`config.mk`:
```
export PLATFORM = sky130hd
export DESIGN_NAME = vga_timing_gen
export DESIGN_NICKNAME = d
export VERILOG_FILES = /design/src/rtl/vga_timing_gen.sv
export SDC_FILE = /design/constraint.sdc
export NUM_CORES = 1
export LEC_CHECK = 0
export ABC_AREA = 1
export CORE_MARGIN = 2
export CORE_UTILIZATION = 44
export CTS_CLUSTER_SIZE = 16
export DETAILED_ROUTE_END_ITERATION = 8
export HOLD_SLACK_MARGIN = 0.08
export PLACE_DENSITY = 0.75
export SLEW_MARGIN = 20
export SYNTH_ARGS = -nofsm -noshare
export SYNTH_HDL_FRONTEND = slang
export SYNTH_SLANG_ARGS = --single-unit
```
`constraint.sdc`:
```
create_clock -name clk -period 4.09 [get_ports clk]
set_input_delay 1.0225 -clock clk [delete_from_list [all_inputs] [get_ports clk]]
set_output_delay 1.0225 -clock clk [all_outputs]
set_load 0.005 [all_outputs]
```
`src/rtl/vga_timing_gen.sv`:
```
// Two-axis VGA timing generator: H/V counters advanced by a pixel-rate enable,
// with registered sync, active-video, position, line/frame strobes and a frame counter.
module vga_timing_gen #(
  parameter int unsigned H_ACTIVE  = 640,
  parameter int unsigned H_FP      = 16,
  parameter int unsigned H_SYNC    = 96,
  parameter int unsigned H_BP      = 48,
  parameter int unsigned V_ACTIVE  = 480,
  parameter int unsigned V_FP      = 10,
  parameter int unsigned V_SYNC    = 2,
  parameter int unsigned V_BP      = 33,
  parameter logic        HSYNC_POL = 1'b0,
  parameter logic        VSYNC_POL = 1'b0,
  parameter int unsigned XW        = 10,
  parameter int unsigned YW        = 10,
  parameter int unsigned FCW       = 8
) (
  input  logic           clk,
  input  logic           reset,
  input  logic           pixel_tick,
  input  logic           restart,
  output logic           hsync,
  output logic           vsync,
  output logic           hvideo_on,
  output logic           vvideo_on,
  output logic           video_on,
  output logic [XW-1:0]  x_pos,
  output logic [XW-1:0]  x_pos_next,
  output logic [YW-1:0]  y_pos,
  output logic           eol,
  output logic           eof,
  output logic [FCW-1:0] frame_count
);

  localparam int unsigned H_TOTAL = H_BP + H_ACTIVE + H_FP + H_SYNC;
  localparam int unsigned V_TOTAL = V_BP + V_ACTIVE + V_FP + V_SYNC;
  localparam int unsigned HCW     = $clog2(H_TOTAL);
  localparam int unsigned VCW     = $clog2(V_TOTAL);

  // Segment boundaries in counter units; active end is exclusive.
  localparam logic [HCW-1:0] H_LAST       = HCW'(H_TOTAL - 1);
  localparam logic [HCW-1:0] H_ACT_START  = HCW'(H_BP);
  localparam logic [HCW-1:0] H_ACT_END    = HCW'(H_BP + H_ACTIVE);
  localparam logic [HCW-1:0] H_SYNC_START = HCW'(H_BP + H_ACTIVE + H_FP);
  localparam logic [VCW-1:0] V_LAST       = VCW'(V_TOTAL - 1);
  localparam logic [VCW-1:0] V_ACT_START  = VCW'(V_BP);
  localparam logic [VCW-1:0] V_ACT_END    = VCW'(V_BP + V_ACTIVE);
  localparam logic [VCW-1:0] V_SYNC_START = VCW'(V_BP + V_ACTIVE + V_FP);

  if ((H_ACTIVE > (1 << XW)) || (V_ACTIVE > (1 << YW)) ||
      (H_ACTIVE == 0) || (H_FP == 0) || (H_SYNC == 0) || (H_BP == 0) ||
      (V_ACTIVE == 0) || (V_FP == 0) || (V_SYNC == 0) || (V_BP == 0)) begin : g_param_check
    $error("vga_timing_gen: illegal timing parameters");
  end

  logic [HCW-1:0] h_cnt;
  logic [VCW-1:0] v_cnt;

  logic           h_video_c;
  logic           v_video_c;
  logic           h_sync_act_c;
  logic           v_sync_act_c;
  logic           h_last_c;
  logic           v_last_c;
  logic [XW-1:0]  x_c;
  logic [YW-1:0]  y_c;

  // Decode of the current (pre-increment) counter position.
  always_comb begin
    h_video_c    = (h_cnt >= H_ACT_START) && (h_cnt < H_ACT_END);
    v_video_c    = (v_cnt >= V_ACT_START) && (v_cnt < V_ACT_END);
    h_sync_act_c = (h_cnt >= H_SYNC_START);
    v_sync_act_c = (v_cnt >= V_SYNC_START);
    h_last_c     = (h_cnt == H_LAST);
    v_last_c     = (v_cnt == V_LAST);
    x_c          = '0;
    y_c          = '0;
    if (h_video_c) x_c = XW'(h_cnt - H_ACT_START);
    if (v_video_c) y_c = YW'(v_cnt - V_ACT_START);
  end

  assign x_pos_next = x_c;

  // Position counters; restart overrides the pixel tick.
  always_ff @(posedge clk or posedge reset) begin
    if (reset) begin
      h_cnt <= '0;
      v_cnt <= '0;
    end else if (restart) begin
      h_cnt <= '0;
      v_cnt <= '0;
    end else if (pixel_tick) begin
      h_cnt <= h_last_c ? '0 : h_cnt + HCW'(1);
      if (h_last_c) begin
        v_cnt <= v_last_c ? '0 : v_cnt + VCW'(1);
      end
    end
  end

  // Registered outputs; restart returns them to idle without touching frame_count.
  always_ff @(posedge clk or posedge reset) begin
    if (reset) begin
      hsync       <= ~HSYNC_POL;
      vsync       <= ~VSYNC_POL;
      hvideo_on   <= 1'b0;
      vvideo_on   <= 1'b0;
      video_on    <= 1'b0;
      x_pos       <= '0;
      y_pos       <= '0;
      eol         <= 1'b0;
      eof         <= 1'b0;
      frame_count <= '0;
    end else if (restart) begin
      hsync       <= ~HSYNC_POL;
      vsync       <= ~VSYNC_POL;
      hvideo_on   <= 1'b0;
      vvideo_on   <= 1'b0;
      video_on    <= 1'b0;
      x_pos       <= '0;
      y_pos       <= '0;
      eol         <= 1'b0;
      eof         <= 1'b0;
    end else if (pixel_tick) begin
      hsync     <= h_sync_act_c ? HSYNC_POL : ~HSYNC_POL;
      vsync     <= v_sync_act_c ? VSYNC_POL : ~VSYNC_POL;
      hvideo_on <= h_video_c;
      vvideo_on <= v_video_c;
      video_on  <= h_video_c & v_video_c;
      x_pos     <= x_c;
      y_pos     <= y_c;
      eol       <= h_last_c;
      eof       <= h_last_c & v_last_c;
      if (h_last_c && v_last_c) begin
        frame_count <= frame_count + FCW'(1);
      end
    end
  end

endmodule

```
* Word-level counts from Yosys, hierarchy flattened
Index checks and enable logic that the tools add are counted.
Storage, ports and cells: register bits 55, input port bits 4, output and inout bits 45
Operators by class: add/sub/neg operators 5, $lt $le $gt $ge 6, equality and inequality tests 2, mux-type cells 29, bitwise gates (word level) 3, reductions and logical operators 7
Operators with widths (count):
- 2-to-1 mux 10 bit | 13
- adder 10 x 1 -> 10 bit (second input constant) | 2
- == test 10 bit (second input constant) | 2
- greater-or-equal comparator 10 bit (second input constant) | 2
- greater-or-equal comparator 10 x 6 -> 1 bit (second input constant) | 2
- < comparator 10 bit (second input constant) | 2
- subtractor 10 x 6 -> 10 bit (second input constant) | 2
- 2-to-1 mux 1 bit | 16
- adder 8 x 1 -> 8 bit (second input constant) | 1
- nonzero test 2 bit | 2
- logical AND 1 bit | 3
- AND reduction 3 bit | 1
- bitwise AND 1 bit | 2
- AND reduction 2 bit | 1
- inverter 1 bit | 1

* Logic depth before layout (Yosys ltp)
Gate-level depths: netlist (run 1).
word-level depth 5, gate-level depth with buffers 10, gate-level depth less buffers 10

* Worst setup path before layout (run 1)
Ideal clock, no wire load.
kind flip-flop to output port, from register h_cnt[4], to output port x_pos_next[0], arrival 1.219 ns, path slack 1.848 ns, stages on the path, launching flop included 8, buffers on the path 0, cells stage by stage dfrtp_1 ha_1 inv_1 nand3_1 nor2_1 nor2_4 inv_2 nor2_1
On the way: cells in the longest elaborated chain, start to end 3, elaborated cells between the ends (all ways) 4, those cells by class 2 x order compare; 1 x mux; 1 x reduce/logical
Ends and longest elaborated chain:
- start, declared | line 56 | logic [HCW-1:0] h_cnt;
- start signal, assigned | line 93 | h_cnt <= h_last_c ? '0 : h_cnt + HCW'(1);
- greater-or-equal comparator 10 x 6 -> 1 bit or < comparator 10 bit (tied branches) | line 70 | h_video_c = (h_cnt >= H_ACT_START) && (h_cnt < H_ACT_END);
- logical AND 1 bit (*) | line 70
- 2-to-1 mux 10 bit (*) | line 78 | if (h_video_c) x_c = XW'(h_cnt - H_ACT_START);
- end, declared | line 28 | output logic [XW-1:0] x_pos_next,
Every way passes the cells marked *; elsewhere a longest branch is shown, timed or not.

* Worst setup path after layout (run 1)
from register h_cnt[4], to output port x_pos_next[2]
The elaborated chain is that of the path after synthesis.

==> impl_metrics.py, run 1 <==
metrics = {
    "critical_path": {
        "cpPeakStageDelay_ns": 0.52,
        "crit_fanout": 9,
        "cp.arrival_ns": 2.27,
        "path_cells": "ha_1 > inv_1 > nor2_1 > nand3_1 > nand2_1 > nor2_4 > inv_2 > nor2_1 > clkdlybuf4s50_1",
        "start_kind": "flip-flop",
        "end_kind": "primary output",
        "crit_required_ns": 3.07,
        "crit_buf_inv": 3,
        "cpMostUsedCell": "nor2_1",
        "crit_type": "flip-flop to primary output",
        "crit_family": "buffers and inverters",
        "crit_slowest_cell": "clkdlybuf4s50_1",
    },
    "logic_synthesis": {
        "ys_seq_area_frac": 0.4229,
        "syn_nets": 423,
        "ys_warn_count": 0,
        "synth_area_um2": 3261,
        "synth_area_per_cell_um2": 7.953,
        "synth_seq_cells": 55,
        "syn_inst": 410,
        "synth_area_leaders": "dfrtp_1 (41%), nand2_1 (13%), inv_1 (4.7%), nand3_1 (4.0%), nor2_1 (3.7%)",
        "synth_cell_types": 32,
        "synth.top_cell.area_share": 0.4068,
        "synth_top_area_cell": "dfrtp_1",
    },
    "cts": {
        "htree_levels": 2,
        "clk_pin_slew_ns": 0.10,
        "clock-sinks": 55,
        "insertion_delay_ns": 0.32,
        "cts-root-buf": "clkbuf_8",
        "ctsHoldBuffers": 0,
        "post_cts_resized": 0,
        "numCtsBuffers": 5,
        "cts_tree": "built",
        "post_cts_buffers": 0,
        "clock_path_buffers": 2,
    },
    "sta": {
        "timing.hold.ws_ns": 0.4924,
        "fin_skew_ns": 0.007243,
        "finalHoldViolCount": 0,
        "fmax_mhz": 303.8,
        "relSlewSlack": 0.4726,
        "slew_violations": 0,
        "post-route-period-util": 0.8048,
        "finalSetupViolations": 0,
        "fin_crit_ns": 3.292,
        "finalWorstSetupSlack_ns": 0.7982,
        "tns_ns": 0,
        "tightestPinTransition_ns": 0.7899,
        "rsz0062_at_grt": "false",
    },
    "job": {
        "max-cap-violations": 0,
    },
    "min_path": {
        "min-delay-path-class": "flip-flop to flip-flop",
    },
    "grt": {
        "grt-ovfl-total": 0,
        "grt_util_met3": 0.02850,
        "top_usage_layer": "met2",
        "grt_use_total": 0.1907,
        "grt_pass1_vias": 2707,
        "grt_use_met1": 0.2603,
        "use_met2": 0.3120,
        "grt_max_degree": 39,
        "grt_antenna_before_repair": 0,
        "grt_first_pass_wirelength_um": 12780,
    },
    "power": {
        "peakVddDrop_mv": 0.1022,
        "powerDensity_nw_per_um2": 245.5,
        "p_leak_uw": 0.001849,
    },
    "cells_and_area": {
        "post-route-util": 0.5416,
        "n_fill_cell": 692,
        "stdcell_count": 556,
        "drive_above_1_share": 0.1379,
        "area_growth_pct": 19.84,
        "antenna_cells": 0,
        "nets": 469,
    },
    "die": {
        "rows": 31,
        "initial_core_util": 0.4520,
        "io_pins": 49,
        "dieArea_um2": 8115,
        "die-width_um": 90.09,
        "die_y_um": 90.09,
        "coreArea_um2": 7214,
    },
    "drt": {
        "dr.pass1.iters": 4,
        "vias_per_cell": 5.047,
        "dr.first_iter.drc_count": 203,
        "wl_per_cell_um": 13.36,
        "wl_um": 7430,
        "ant_nets": 0,
        "dr_total_vias": 2806,
        "drc": 0,
    },
    "placed_design": {
        "place_inst": 548,
        "pre_cts_ws_ns": 1.172,
        "io_buffers": 48,
        "gp_congestion": 0.9364,
        "dp_hpwl_um": 5689,
    },
    "run_status": {
        "outcome": "finished clean",
    },
}
-- Yosys cell counts, drive strengths merged --
cell and number:
a21oi 7, dfstp 2, inv 50, o21ai 38, a31oi 2, dfrtp 53
buf 11, nor2 48, nand3 30, o211ai 1, clkbuf 1, xnor2 5
nand2 125, ha 9, nand4 6, xor2 12, nor3 8, o21bai 1
nor3b 1
-- logic make-up after synthesis --
logic type                 after synthesis  synth area share
DFF                                     55            0.4229
and+or+nand+nor                        218            0.3197
buffers and inverters                   62           0.08711
AOI/OAI and AO/OA                       49           0.09018
xor gates and xnor gates                17           0.04566
adders and majority gates                9           0.03454
-- sequential cells by signal, indices dropped and copies added (netlist names) --
name / cells
eof: 1
eol: 1
frame_count: 8
h_cnt: 10
hsync: 1
hvideo_on: 1
v_cnt: 10
video_on: 1
vsync: 1
vvideo_on: 1
x_pos: 10
y_pos: 10
-- cells in the final DEF, fill, tap and decap left out, drive strengths merged --
cell           netlist  routed
bufinv               0       1
dfstp                2       2
xnor2                5       5
nand2              125     125
nand4                6       6
nor3                 8       8
nor3b                1       1
xor2                12      12
o211ai               1       1
dfrtp               53      53
nand3               30      30
nor2                48      48
ha                   9       9
clkbuf               1       5
clkinv               0       1
inv                 50      51
buf                 11       3
o21bai               1       1
a31oi                2       2
a21oi                7       7
o21ai               38      38
clkdlybuf4s50        0      48
-- worst register-to-register path, cell delays in order, from the launching register on --
cell	delay (ns)
dfrtp_1	0.49
inv_1	0.14
ha_1	0.27
inv_1	0.08
nor2_2	0.12
nand3_1	0.09
nor2_2	0.13
nand3_2	0.26
inv_2	0.21
nand2_1	0.07
nand2_1	0.06
-- metal layers --
layer | vias up | part of all wire
li1 | 1384 | -
met1 | 1337 | 0.46
met2 | 74 | 0.48
met3 | 11 | 0.040
met4 | 0 | 0.018
met5 | - | 0
-- where the power goes --
| group | internal (uW) | total, uW | switching (uW) |
|---|---|---|---|
| Clock | 186 | 374 | 189 |
| Combinational | 8.33 | 37.7 | 29.4 |
| Sequential | 545 | 547 | 1.79 |
| Total | 740 | 959 | 220 |
-- final timing paths --
| check | startpoint | endpoint | slack (ns) | cells after the start |
|---|---|---|---|---|
| worst max-delay path | h_cnt[4]$_DFFE_PP0P_ | x_pos_next[2] | 0.80 | 9 |
| worst min-delay path | y_pos[8]$_DFFE_PP0P_ | y_pos[8]$_DFFE_PP0P_ | 0.49 | 2 |
| worst max register to register | v_cnt[0]$_DFFE_PP0P_ | frame_count[6]$_DFFE_PP0P_ | 2.10 | 10 |
| worst min register to register | y_pos[8]$_DFFE_PP0P_ | y_pos[8]$_DFFE_PP0P_ | 0.49 | 2 |
| max in group asynchronous | reset | vsync$_DFFE_PP1P_ | 2.21 | 3 |
| min in group asynchronous | reset | x_pos[0]$_DFFE_PP0P_ | 1.16 | 2 |
-- per-stage QoR --
stage               total power [uW]  area, um^2
floorplan                      583.6        3261
global placement               596.0        3791
detailed placement             596.6        3791
CTS                            966.9        3908
global route                   992.4        3908
finish                         959.4        3908
-- cell type report --
type,instances,area (um^2),area share
Tap cell,99,123.9,0.03170
Clock buffer,5,68.82,0.01761
Inverter,50,187.7,0.04803
Multi-Input combinational cell,293,1598,0.4089
Sequential cell,55,1379,0.3529
Clock inverter,3,47.55,0.01217
Timing Repair Buffer,51,503.0,0.1287
(Power assumes the default switching activity.)
==> inputs of run 2 (changes only) <==
==> constraint.sdc (replaced) <==
create_clock -name clk -period 3.04 [get_ports clk]
set_input_delay 0.76 -clock clk [delete_from_list [all_inputs] [get_ports clk]]
set_output_delay 0.76 -clock clk [all_outputs]
set_load 0.005 [all_outputs]
==> run 2 against run 1 <==
Against the previous run: routed wire length fell by 0.32%; clock-buffer cell count did not move; first-iteration DRC count fell by 9.9%; critical path type unchanged; global-route usage barely moved; sequential cell count did not move; die area did not move; worst hold slack got worse by 0.0030 ns; setup slack got worse by 0.69 ns; sequential power rose by 35%; clock power rose by 14%; final cell count rose by 0.36%; critical path depth rose by 1.
==> impl_metrics.py, run 2 (synthesis gave the netlist of run 1 again) <==
metrics = {
    "critical_path": {
        "cp.arrival_ns": 2.17,
        "crit_buf_inv": 4,
        "crit_required_ns": 2.28,
        "crit_type": "flip-flop to primary output",
        "crit_fanout": 4,
        "end_kind": "primary output",
        "crit_slowest_cell": "clkdlybuf4s50_1",
        "crit_family": "buffers and inverters",
        "start_kind": "flip-flop",
        "cpMostUsedCell": "nand2_1",
        "path_cells": "ha_2 > inv_2 > nor2_1 > nand3_1 > nand2_1 > nor2_4 > buf_4 > nand2_1 > inv_1 > clkdlybuf4s50_1",
        "cpPeakStageDelay_ns": 0.49,
    },
    "sta": {
        "post-route-period-util": 0.9652,
        "rsz0062_at_grt": "false",
        "fmax_mhz": 340.8,
        "slew_violations": 0,
        "timing.hold.ws_ns": 0.4894,
        "relSlewSlack": 0.6899,
        "finalHoldViolCount": 0,
        "finalSetupViolations": 0,
        "tns_ns": 0,
        "tightestPinTransition_ns": 0.4646,
        "fin_crit_ns": 2.934,
        "fin_skew_ns": 0.01186,
    },
    "cells_and_area": {
        "final_cell_mix": "nand2_1 (117), dfrtp_1 (53), clkdlybuf4s50_1 (48)",
        "drive_above_1_share": 0.1481,
        "nets": 471,
        "final_common_cell": "nand2_1",
        "area_growth_pct": 20.15,
        "antenna_cells": 0,
        "final_cell_area_um2": 3918,
        "n_fill_cell": 680,
        "post-route-util": 0.5430,
    },
    "die": {
        "die_y_um": 90.09,
        "initial_core_util": 0.4520,
        "rows": 31,
        "die-width_um": 90.09,
        "dieArea_um2": 8115,
        "io_pins": 49,
        "coreArea_um2": 7214,
    },
    "placed_design": {
        "dp_hpwl_um": 5632,
        "placed_area_um2": 3804,
        "io_buffers": 48,
        "gp_congestion": 0.9014,
    },
    "power": {
        "power_uw": 1218,
        "p_leak_uw": 0.001854,
        "powerDensity_nw_per_um2": 310.9,
        "peakVddDrop_mv": 0.2194,
    },
    "grt": {
        "grt_pass1_vias": 2649,
        "grt_use_total": 0.1910,
        "grt_first_pass_wirelength_um": 12880,
        "grt_antenna_before_repair": 0,
        "grt-ovfl-total": 0,
        "grt_max_degree": 37,
    },
    "cts": {
        "cts-root-buf": "clkbuf_8",
        "ctsHoldBuffers": 0,
        "clock-sinks": 55,
        "clk_pin_slew_ns": 0.11,
        "clock_path_buffers": 2,
        "cts_tree": "built",
        "insertion_delay_ns": 0.32,
        "numCtsBuffers": 5,
        "htree_levels": 2,
    },
    "drt": {
        "vias_per_cell": 4.971,
        "drc": 0,
        "dr.pass1.iters": 4,
        "wl_per_cell_um": 13.27,
        "dr.first_iter.drc_count": 183,
        "highest_layer": "met4",
        "wl_met3_um": 235,
        "wl_um": 7406,
        "met1_length_um": 3554,
        "ant_nets": 0,
        "dr_total_vias": 2774,
        "met2_length_um": 3508,
    },
    "run_status": {
        "outcome": "finished clean",
    },
    "min_path": {
        "min-delay-path-class": "flip-flop to flip-flop",
    },
    "job": {
        "max-cap-violations": 0,
    },
}
[run 2: routing by layer]
layer / up-vias / global-route usage
li1: 1384 / -
met1: 1317 / 0.2672
met2: 64 / 0.3102
met3: 9 / 0.02850
met4: 0 / 0.05385
met5: - / 0
[run 2: cell type report]
cell class,instances,area (um^2),share of cell area
clock inverter,3,22.52,0.005749
sequential,55,1379,0.3520
multi-input combinational,293,1603,0.4091
timing repair buffer,53,530.5,0.1354
tap,99,123.9,0.03162
clock buffer,5,68.82,0.01757
inverter,50,190.2,0.04855
[run 2: through the flow]
step,std cells,setup slack (ns)
after floorplan,410,0.9404
after global placement,548,0.4423
after detailed placement,548,0.3574
after CTS,557,0.06452
after global routing,558,0.01589
final,558,0.1059
[run 2: where the power goes]
part	leakage (uW)	internal, uW	switching, uW	total (uW)
clock network	0.0000485	166	262	428
registers	0.000760	734	2.51	736
logic	0.00105	13.0	40.6	53.5
[run 2: timing repair]
| item | 4_1_cts | 5_1_grt |
|---|---|---|
| pin swaps | 0 | 1 |
| buffers inserted | 1 | 1 |
| gates resized for setup | 0 | 4 |
| endpoints found under the setup margin | 1 | 8 |
[run 2: path summary, 6_finish.rpt]
path	from	to	cells after the start	slack, ns
setup reg to reg	v_cnt[0]$_DFFE_PP0P_	frame_count[0]$_DFFE_PP0P_	10	1.04
max in group asynchronous	reset	vsync$_DFFE_PP1P_	3	1.67
hold reg to reg	y_pos[9]$_DFFE_PP0P_	y_pos[9]$_DFFE_PP0P_	2	0.49
min in group asynchronous	reset	h_cnt[1]$_DFFE_PP0P_	2	0.76
hold / removal	y_pos[9]$_DFFE_PP0P_	y_pos[9]$_DFFE_PP0P_	2	0.49
setup / recovery	h_cnt[4]$_DFFE_PP0P_	x_pos_next[8]	10	0.11
[run 2: tightest hold or removal path, cell delays in order (launching register included)]
cell	delay (ns)
dfrtp_1	0.36
nand2_1	0.05
nand2_1	0.05
